[config.mk]
export PLATFORM = sky130hd
export DESIGN_NAME = gol_sequencer
export DESIGN_NICKNAME = d
export VERILOG_FILES = /design/src/rtl/gol_sequencer.sv
export SDC_FILE = /design/constraint.sdc
export NUM_CORES = 1
export LEC_CHECK = 0
export ABC_AREA = 1
export BUFFER_PORTS_ARGS = -buffer_cell sky130_fd_sc_hd__clkbuf_2
export CAP_MARGIN = 10
export CELL_PAD_IN_SITES_DETAIL_PLACEMENT = 1
export CELL_PAD_IN_SITES_GLOBAL_PLACEMENT = 1
export CORE_MARGIN = 1.5
export CORE_UTILIZATION = 40
export DETAILED_ROUTE_END_ITERATION = 8
export PLACE_DENSITY = 0.74
export SLEW_MARGIN = 20
export SYNTH_ARGS = -nofsm -noshare
export SYNTH_HDL_FRONTEND = slang
export SYNTH_SLANG_ARGS = --single-unit
[constraint.sdc]
create_clock -name clk -period 11.1 [get_ports clk]
set_input_delay 1.665 -clock clk [delete_from_list [all_inputs] [get_ports clk]]
set_output_delay 1.665 -clock clk [all_outputs]
set_load 0.02 [all_outputs]
[src/rtl/gol_sequencer.sv]
// Conway's Game of Life sequencer on a toroidal NUM_ROWS x NUM_COLS board.
// One cell per cycle is swept into a scratch board, then committed atomically.
module gol_sequencer #(
  parameter  int unsigned NUM_ROWS = 8,
  parameter  int unsigned NUM_COLS = 8,
  localparam int unsigned N        = NUM_ROWS * NUM_COLS,
  localparam int unsigned AW       = (N > 1) ? $clog2(N) : 1
) (
  input  logic          clk,
  input  logic          rst,
  input  logic          step_req,
  input  logic          run_en,
  input  logic [15:0]   period,
  input  logic          load_en,
  input  logic [AW-1:0] load_addr,
  input  logic          load_val,
  input  logic          clear,
  output logic [N-1:0]  board,
  output logic          busy,
  output logic          gen_done,
  output logic [15:0]   gen_count
);

  localparam int unsigned RW = (NUM_ROWS > 1) ? $clog2(NUM_ROWS) : 1;
  localparam int unsigned CW = (NUM_COLS > 1) ? $clog2(NUM_COLS) : 1;

  localparam logic [1:0] S_IDLE   = 2'd0;
  localparam logic [1:0] S_SWEEP  = 2'd1;
  localparam logic [1:0] S_COMMIT = 2'd2;

  logic [1:0]    state_q, state_d;
  logic [N-1:0]  front_q, front_d;
  logic [N-1:0]  back_q, back_d;
  logic [AW-1:0] idx_q, idx_d;
  logic [RW-1:0] row_q, row_d;
  logic [CW-1:0] col_q, col_d;
  logic [15:0]   timer_q, timer_d;
  logic [15:0]   gen_count_q, gen_count_d;
  logic          gen_done_q, gen_done_d;
  logic          busy_q, busy_d;

  logic [RW-1:0] row_m, row_p;
  logic [CW-1:0] col_m, col_p;
  logic [3:0]    nbr_cnt;
  logic          cur_alive;
  logic          next_cell;
  logic [15:0]   period_eff;
  logic          timer_exp;

  function automatic logic cell_at(input logic [N-1:0] b,
                                   input logic [RW-1:0] r,
                                   input logic [CW-1:0] c);
    logic [AW-1:0] a;
    a = AW'(r) * AW'(NUM_COLS) + AW'(c);
    return b[a];
  endfunction

  // Toroidal neighbour coordinates and B3/S23 rule for the cell under the sweep
  always_comb begin
    row_m = (row_q == '0) ? RW'(NUM_ROWS - 1) : row_q - RW'(1);
    row_p = (row_q == RW'(NUM_ROWS - 1)) ? '0 : row_q + RW'(1);
    col_m = (col_q == '0) ? CW'(NUM_COLS - 1) : col_q - CW'(1);
    col_p = (col_q == CW'(NUM_COLS - 1)) ? '0 : col_q + CW'(1);

    nbr_cnt = 4'(cell_at(front_q, row_m, col_m)) + 4'(cell_at(front_q, row_m, col_q))
            + 4'(cell_at(front_q, row_m, col_p)) + 4'(cell_at(front_q, row_q, col_m))
            + 4'(cell_at(front_q, row_q, col_p)) + 4'(cell_at(front_q, row_p, col_m))
            + 4'(cell_at(front_q, row_p, col_q)) + 4'(cell_at(front_q, row_p, col_p));
    cur_alive = cell_at(front_q, row_q, col_q);
    next_cell = (nbr_cnt == 4'd3) || (cur_alive && (nbr_cnt == 4'd2));
  end

  // Auto-run timer expiry; a zero period behaves as one
  always_comb begin
    period_eff = (period == 16'd0) ? 16'd1 : period;
    timer_exp  = run_en && (timer_q >= (period_eff - 16'd1));
  end

  // Next-state and register-update logic
  always_comb begin
    state_d     = state_q;
    front_d     = front_q;
    back_d      = back_q;
    idx_d       = idx_q;
    row_d       = row_q;
    col_d       = col_q;
    timer_d     = timer_q;
    gen_count_d = gen_count_q;
    gen_done_d  = 1'b0;

    case (state_q)
      S_IDLE: begin
        timer_d = run_en ? timer_q + 16'd1 : 16'd0;
        if (clear) begin
          front_d     = '0;
          gen_count_d = 16'd0;
          timer_d     = 16'd0;
        end else if (load_en) begin
          if (32'(load_addr) < N) begin
            front_d[load_addr] = load_val;
          end
        end else if (step_req || timer_exp) begin
          idx_d   = '0;
          row_d   = '0;
          col_d   = '0;
          timer_d = 16'd0;
          state_d = S_SWEEP;
        end
      end

      S_SWEEP: begin
        timer_d        = 16'd0;
        back_d[idx_q]  = next_cell;
        if (idx_q == AW'(N - 1)) begin
          state_d = S_COMMIT;
        end else begin
          idx_d = idx_q + AW'(1);
          if (col_q == CW'(NUM_COLS - 1)) begin
            col_d = '0;
            row_d = row_q + RW'(1);
          end else begin
            col_d = col_q + CW'(1);
          end
        end
      end

      S_COMMIT: begin
        timer_d     = 16'd0;
        front_d     = back_q;
        gen_count_d = gen_count_q + 16'd1;
        gen_done_d  = 1'b1;
        state_d     = S_IDLE;
      end

      default: begin
        timer_d = 16'd0;
        state_d = S_IDLE;
      end
    endcase

    busy_d = (state_d != S_IDLE);
  end

  always_ff @(posedge clk) begin
    if (rst) begin
      state_q     <= S_IDLE;
      front_q     <= '0;
      back_q      <= '0;
      idx_q       <= '0;
      row_q       <= '0;
      col_q       <= '0;
      timer_q     <= 16'd0;
      gen_count_q <= 16'd0;
      gen_done_q  <= 1'b0;
      busy_q      <= 1'b0;
    end else begin
      state_q     <= state_d;
      front_q     <= front_d;
      back_q      <= back_d;
      idx_q       <= idx_d;
      row_q       <= row_d;
      col_q       <= col_d;
      timer_q     <= timer_d;
      gen_count_q <= gen_count_d;
      gen_done_q  <= gen_done_d;
      busy_q      <= busy_d;
    end
  end

  assign board     = front_q;
  assign busy      = busy_q;
  assign gen_done  = gen_done_q;
  assign gen_count = gen_count_q;

endmodule

Word-level counts from Yosys, hierarchy flattened
Cells that the tools add are included.

operators by class
  bitwise logic cells = 1
  $lt $le $gt $ge = 14
  equality and inequality tests = 14
  reduce and logical (&&, ||, !) cells = 18
  mux-type cells = 56
  $add $sub $neg = 24

operators with widths
  operator                                                            number
  bitwise mux 64 bit                                                  2
  two-way mux 64 bit                                                  2
  one-hot mux 64 bit (2 select lines)                                 1
  two-way mux 16 bit                                                  5
  less-than comparator 6 x 7 -> 1 bit (second input constant)         11
  adder 6 x 3 -> 6 bit                                                9
  binary-select mux 1 bit (select 6 bit)                              9
  adder 16 x 1 -> 16 bit (second input constant)                      2
  one-hot mux 16 bit (2 select lines)                                 1
  two-way mux 3 bit                                                   10
  two-way mux 6 bit                                                   4
  adder 4 x 1 -> 4 bit                                                4
  greater-or-equal comparator 16 bit                                  1
  zero test 16 bit                                                    1
  subtractor 16 x 1 -> 16 bit (second input constant)                 1
  demux 1 bit (select 6 bit)                                          2
  greater-or-equal comparator 6 x 1 -> 1 bit (second input constant)  2
  two-way mux 1 bit                                                   12
  inequality test 2 bit (second input constant)                       6
  one-hot mux 3 bit (2 select lines)                                  2
  one-hot mux 6 bit (2 select lines)                                  1
  == test 4 x 2 -> 1 bit (second input constant)                      2
  two-way mux 2 bit                                                   4
  adder 3 x 1 -> 3 bit (second input constant)                        2
  other kinds (21)                                                    31

storage, ports and cells
  register bits = 176
  output and inout port bits = 82

Logic depth before layout (Yosys ltp)
  depth after elaboration = 16
  mapped depth = 29

Worst setup path after synthesis
OpenSTA, ideal clock, no wires.

  kind = flip-flop to flip-flop
  from = register col_q[0]
  to = register back_q[10]
  library setup time = 0.122 ns
  arrival time = 4.950 ns
  cell stages (with the launch flop) = 29
  setup slack = 6.028 ns
  cell sequence = dfxtp_1 > buf_6 > inv_4 > buf_4 > buf_2 > ha_1 > nand2_2 > nand2_2 > buf_6 > buf_6 > o211ai_1 > nand3_1 > nand2_1 > nand2_1 > nand3_1 > nand3_1 > and2_1 > fa_1 > fa_1 > fa_1 > inv_1 > ha_1 > fa_1 > nand2_1 > a211oi_1 > o21a_1 > nand2_4 > buf_6 > a21oi_2

on the way
  word-level cells in the longest chain between the ends = 16
  elaborated cells between the ends (all ways) = 45
  classes of those cells = add/sub: 18; eq/ne: 3; mux: 21; reduce/logical: 3

ends and longest elaborated chain
  what                                                                 RTL line  RTL
  start, declared                                                      36        logic [CW-1:0] col_q, col_d;
  start signal, assigned                                               162       col_q <= col_d;
  subtractor 3 x 1 -> 3 bit / zero test 3 bit (equally long branches)  62        col_m = (col_q == '0) ? CW'(NUM_COLS - 1) : col_q - CW'(1);
  two-way mux 3 bit                                                    62
  adder 6 x 3 -> 6 bit                                                 54        a = AW'(r) * AW'(NUM_COLS) + AW'(c);
  binary-select mux 1 bit (select 6 bit)                               55        return b[a];
  two-way mux 1 bit (not written as such)                              55
  adder 1 x 1 -> 2 bit                                                 65        nbr_cnt = 4'(cell_at(front_q, row_m, col_m)) + 4'(cell_at(front_q, row_m, col_q))
  adder 2 x 1 -> 3 bit                                                 66        + 4'(cell_at(front_q, row_m, col_p)) + 4'(cell_at(front_q, row_q, col_m))
  adder 3 x 1 -> 4 bit                                                 66
  adder 4 x 1 -> 4 bit (2 in series)                                   67        + 4'(cell_at(front_q, row_q, col_p)) + 4'(cell_at(front_q, row_p, col_m))
  adder 4 x 1 -> 4 bit (2 in series)                                   68        + 4'(cell_at(front_q, row_p, col_q)) + 4'(cell_at(front_q, row_p, col_p));
  == test 4 x 2 -> 1 bit                                               70        next_cell = (nbr_cnt == 4'd3) || (cur_alive && (nbr_cnt == 4'd2));
  logical AND 1 bit                                                    70
  logical OR 1 bit *                                                   70
  bitwise mux 64 bit *                                                 113       back_d[idx_q] = next_cell;
  end signal, assigned                                                 159       back_q <= back_d;
  end, declared                                                        33        logic [N-1:0] back_q, back_d;

Every way passes the cells marked *; elsewhere a longest branch is shown, timed or not. The select of a mux whose other input is x is not followed.
A chain may end at the register's enable or synchronous reset.

Worst setup path in the final report
  from = register col_q[0]
  to = register back_q[38]

Same word-level chain as after synthesis.

==> reports/metrics.cfg <==
[clock_network]
cts_tree=built
cts_buffer_depth=2
post_cts_buffers=0
cts.repair.resized=0
h-tree-depth=4
ctsHoldBuffers=0
clk_pin_slew_worst_paths_ns=0.07
cts-root-buf=clkbuf_16
clock_sinks=176
clkLatencyLatePin_ns=0.45
numCtsBuffers=17

[grt]
grt-ovfl-total=0
grt_pass1_wl_um=74990
grt_use_total=0.3094
antenna_found_initial=0
grt_pass1_vias=13170
grt_max_degree=99

[route]
drt_first_pass_iters=5
finalWirelength_um=47760
via_per_inst=5.782
drc=0
antenna_left=0
wl_per_cell_um=20.51
drt_iter0_markers=1107
dr_total_vias=13470

[worst_setup_path]
cp_max_fo=64
cp_cell_sequence=buf_4, inv_4, ha_1, nand2_2, nand2_2, inv_2, nand2_1, nand3_1, nand3_1, nand2_1, nand2_1, nand3_1, nand3_1, and2_1, fa_1, fa_1, fa_1, inv_1, ha_1, fa_1, nor2_1, o21a_1, nand2_8, a21oi_2
cp-end-kind=flop
critical_path.max_stage_delay_ns=0.55
slowest_stage=fa_1
critPathKind=flop to flop
required_ns=11.47
cp.arrival_ns=7.01
start_kind=flop

[floorplan]
die_w_um=176.0
dieArea_mm2=0.03099
initial_core_util=0.4052
io_pins=111
coreArea_mm2=0.02956
row_count=63
die_y_um=176.0

[power_and_ir_drop]
power.density_mw_per_mm2=150.9
p_leak_nw=4.864
peakVddDrop_uv=189.7

[synth]
syn_area_per_cell_um2=6.343
yosysSeqAreaShare=0.2942
synth.net_count=1952
synthArstFlopShare=0
ys_warn_count=0
syn_area_mm2=0.01198
synthFlopType=dfxtp_1
synth_edf_count=0
synthCells=1888
synth_seq_cells=176
synth_cell_types=44

[min_path]
hold_path.class=flop to flop

[timing]
rsz0062_at_grt=false
hold_violations=0
slew_headroom=0.3407
setup_violations=0
fin_crit_ns=6.633
fmax_mhz=150.8
worstMarginPinSlew_ns=0.9890
post-route-period-util=0.5976
tns_ns=0
drv_slew=0
clock_skew_ns=0.01207

[cells_and_area]
drive_gt1_frac=0.1202
final.fill_count=4065
layout_commonest_cell=nand2_1
syn2layout_area_growth_pct=10.25
final_util=0.4467
diodes=0
mostFrequentLayoutCells=nand2_1, nand3_1, nor2_1, o21ai_0, inv_1
multi_input_area_mm2=0.007223
ff_latch_area_mm2=0.003523
final_nets=1991

[place]
hpwl_um=33030
gp_congestion=0.9274
numPortBuffers=110

[job]
maxCapViolCount=0

[status]
status=finished clean

-- logic make-up (layout without fill, tap and decap cells) --
| kind of cell | Yosys count | after routing | synth area share |
|---|---|---|---|
| AND/OR/NAND/NOR | 865 | 865 | 0.3065 |
| flip-flops | 176 | 176 | 0.2942 |
| buffers and inverters | 295 | 346 | 0.1053 |
| AO/OA/AOI/OAI | 499 | 499 | 0.2417 |
| XOR/XNOR | 18 | 18 | 0.01316 |
| adder cells (fa/ha/maj) | 35 | 35 | 0.03907 |
-- state kept, by name, indices dropped and copies added (netlist names), 2 cells and up --
signal	cells
back_q	64
board	64
col_q	3
gen_count	16
idx_q	6
row_q	3
state_q	2
timer_q	16
-- per-layer routing --
metal	up-vias	GRT usage	wire, um
met5	-	0	0
met4	0	0.09081	1059
met3	67	0.03359	2486
met2	372	0.5025	22080
met1	6616	0.4308	22130
li1	6412	-	-
-- final timing paths --
check / startpoint / end / slack [ns] / cells after the start
max: col_q[0] / back_q[38] / 4.47 / 24
min reg2reg: timer_q[0] / timer_q[0] / 0.47 / 1
min: timer_q[0] / timer_q[0] / 0.47 / 1
max reg2reg: col_q[0] / back_q[38] / 4.47 / 24
-- final cells by class --
class / count / share of cell area
Clock buffer: 21 / 0.03639
Clock inverter: 10 / 0.009381
Inverter: 194 / 0.05543
Multi-Input combinational cell: 1417 / 0.5470
Sequential cell: 176 / 0.2668
Tap cell: 390 / 0.03696
Timing Repair Buffer: 121 / 0.04795
-- critical path, delay by kind of cell (launching register included) --
| kind | cells | cell delay [ns] |
|---|---|---|
| flops | 1 | 0.31 |
| fa+ha+maj | 6 | 2.44 |
| buf+inv | 4 | 1.19 |
| compound gates | 2 | 0.57 |
| simple gates | 12 | 1.94 |
-- stage by stage --
| step | instances | total power, mW | setup WS [ns] | instance area, um^2 | hold WS, ns |
|---|---|---|---|---|---|
| 2_1_floorplan | 1888 | 1.241 | 6.028 | 11980 | 0.4300 |
| 3_3_place_gp | 2298 | 1.339 | 4.350 | 12590 | 0.4527 |
| 3_5_place_dp | 2298 | 1.347 | 4.185 | 12590 | 0.4601 |
| 4_1_cts | 2329 | 1.979 | 4.160 | 13200 | 0.4787 |
| 5_1_grt | 2329 | 2.077 | 3.966 | 13200 | 0.5108 |
| 6_report | 2329 | 1.992 | 4.467 | 13200 | 0.4732 |
-- power by group --
part | internal (mW) | switching (mW)
logic | 0.151 | 0.503
clock network | 0.357 | 0.279
registers | 0.652 | 0.0501
-- synthesized netlist by cell type, types with 28 or more instances --
master	count	share of area
a21oi_1	138	0.058
a21oi_2	60	0.044
a31oi_1	66	0.034
buf_2	28	0.012
clkbuf_1	50	0.016
dfxtp_1	176	0.29
ha_1	31	0.032
inv_1	184	0.058
nand2_1	379	0.12
nand3_1	212	0.089
nor2_1	206	0.065
o21ai_0	200	0.084
Power figures use the tool's default switching activity.
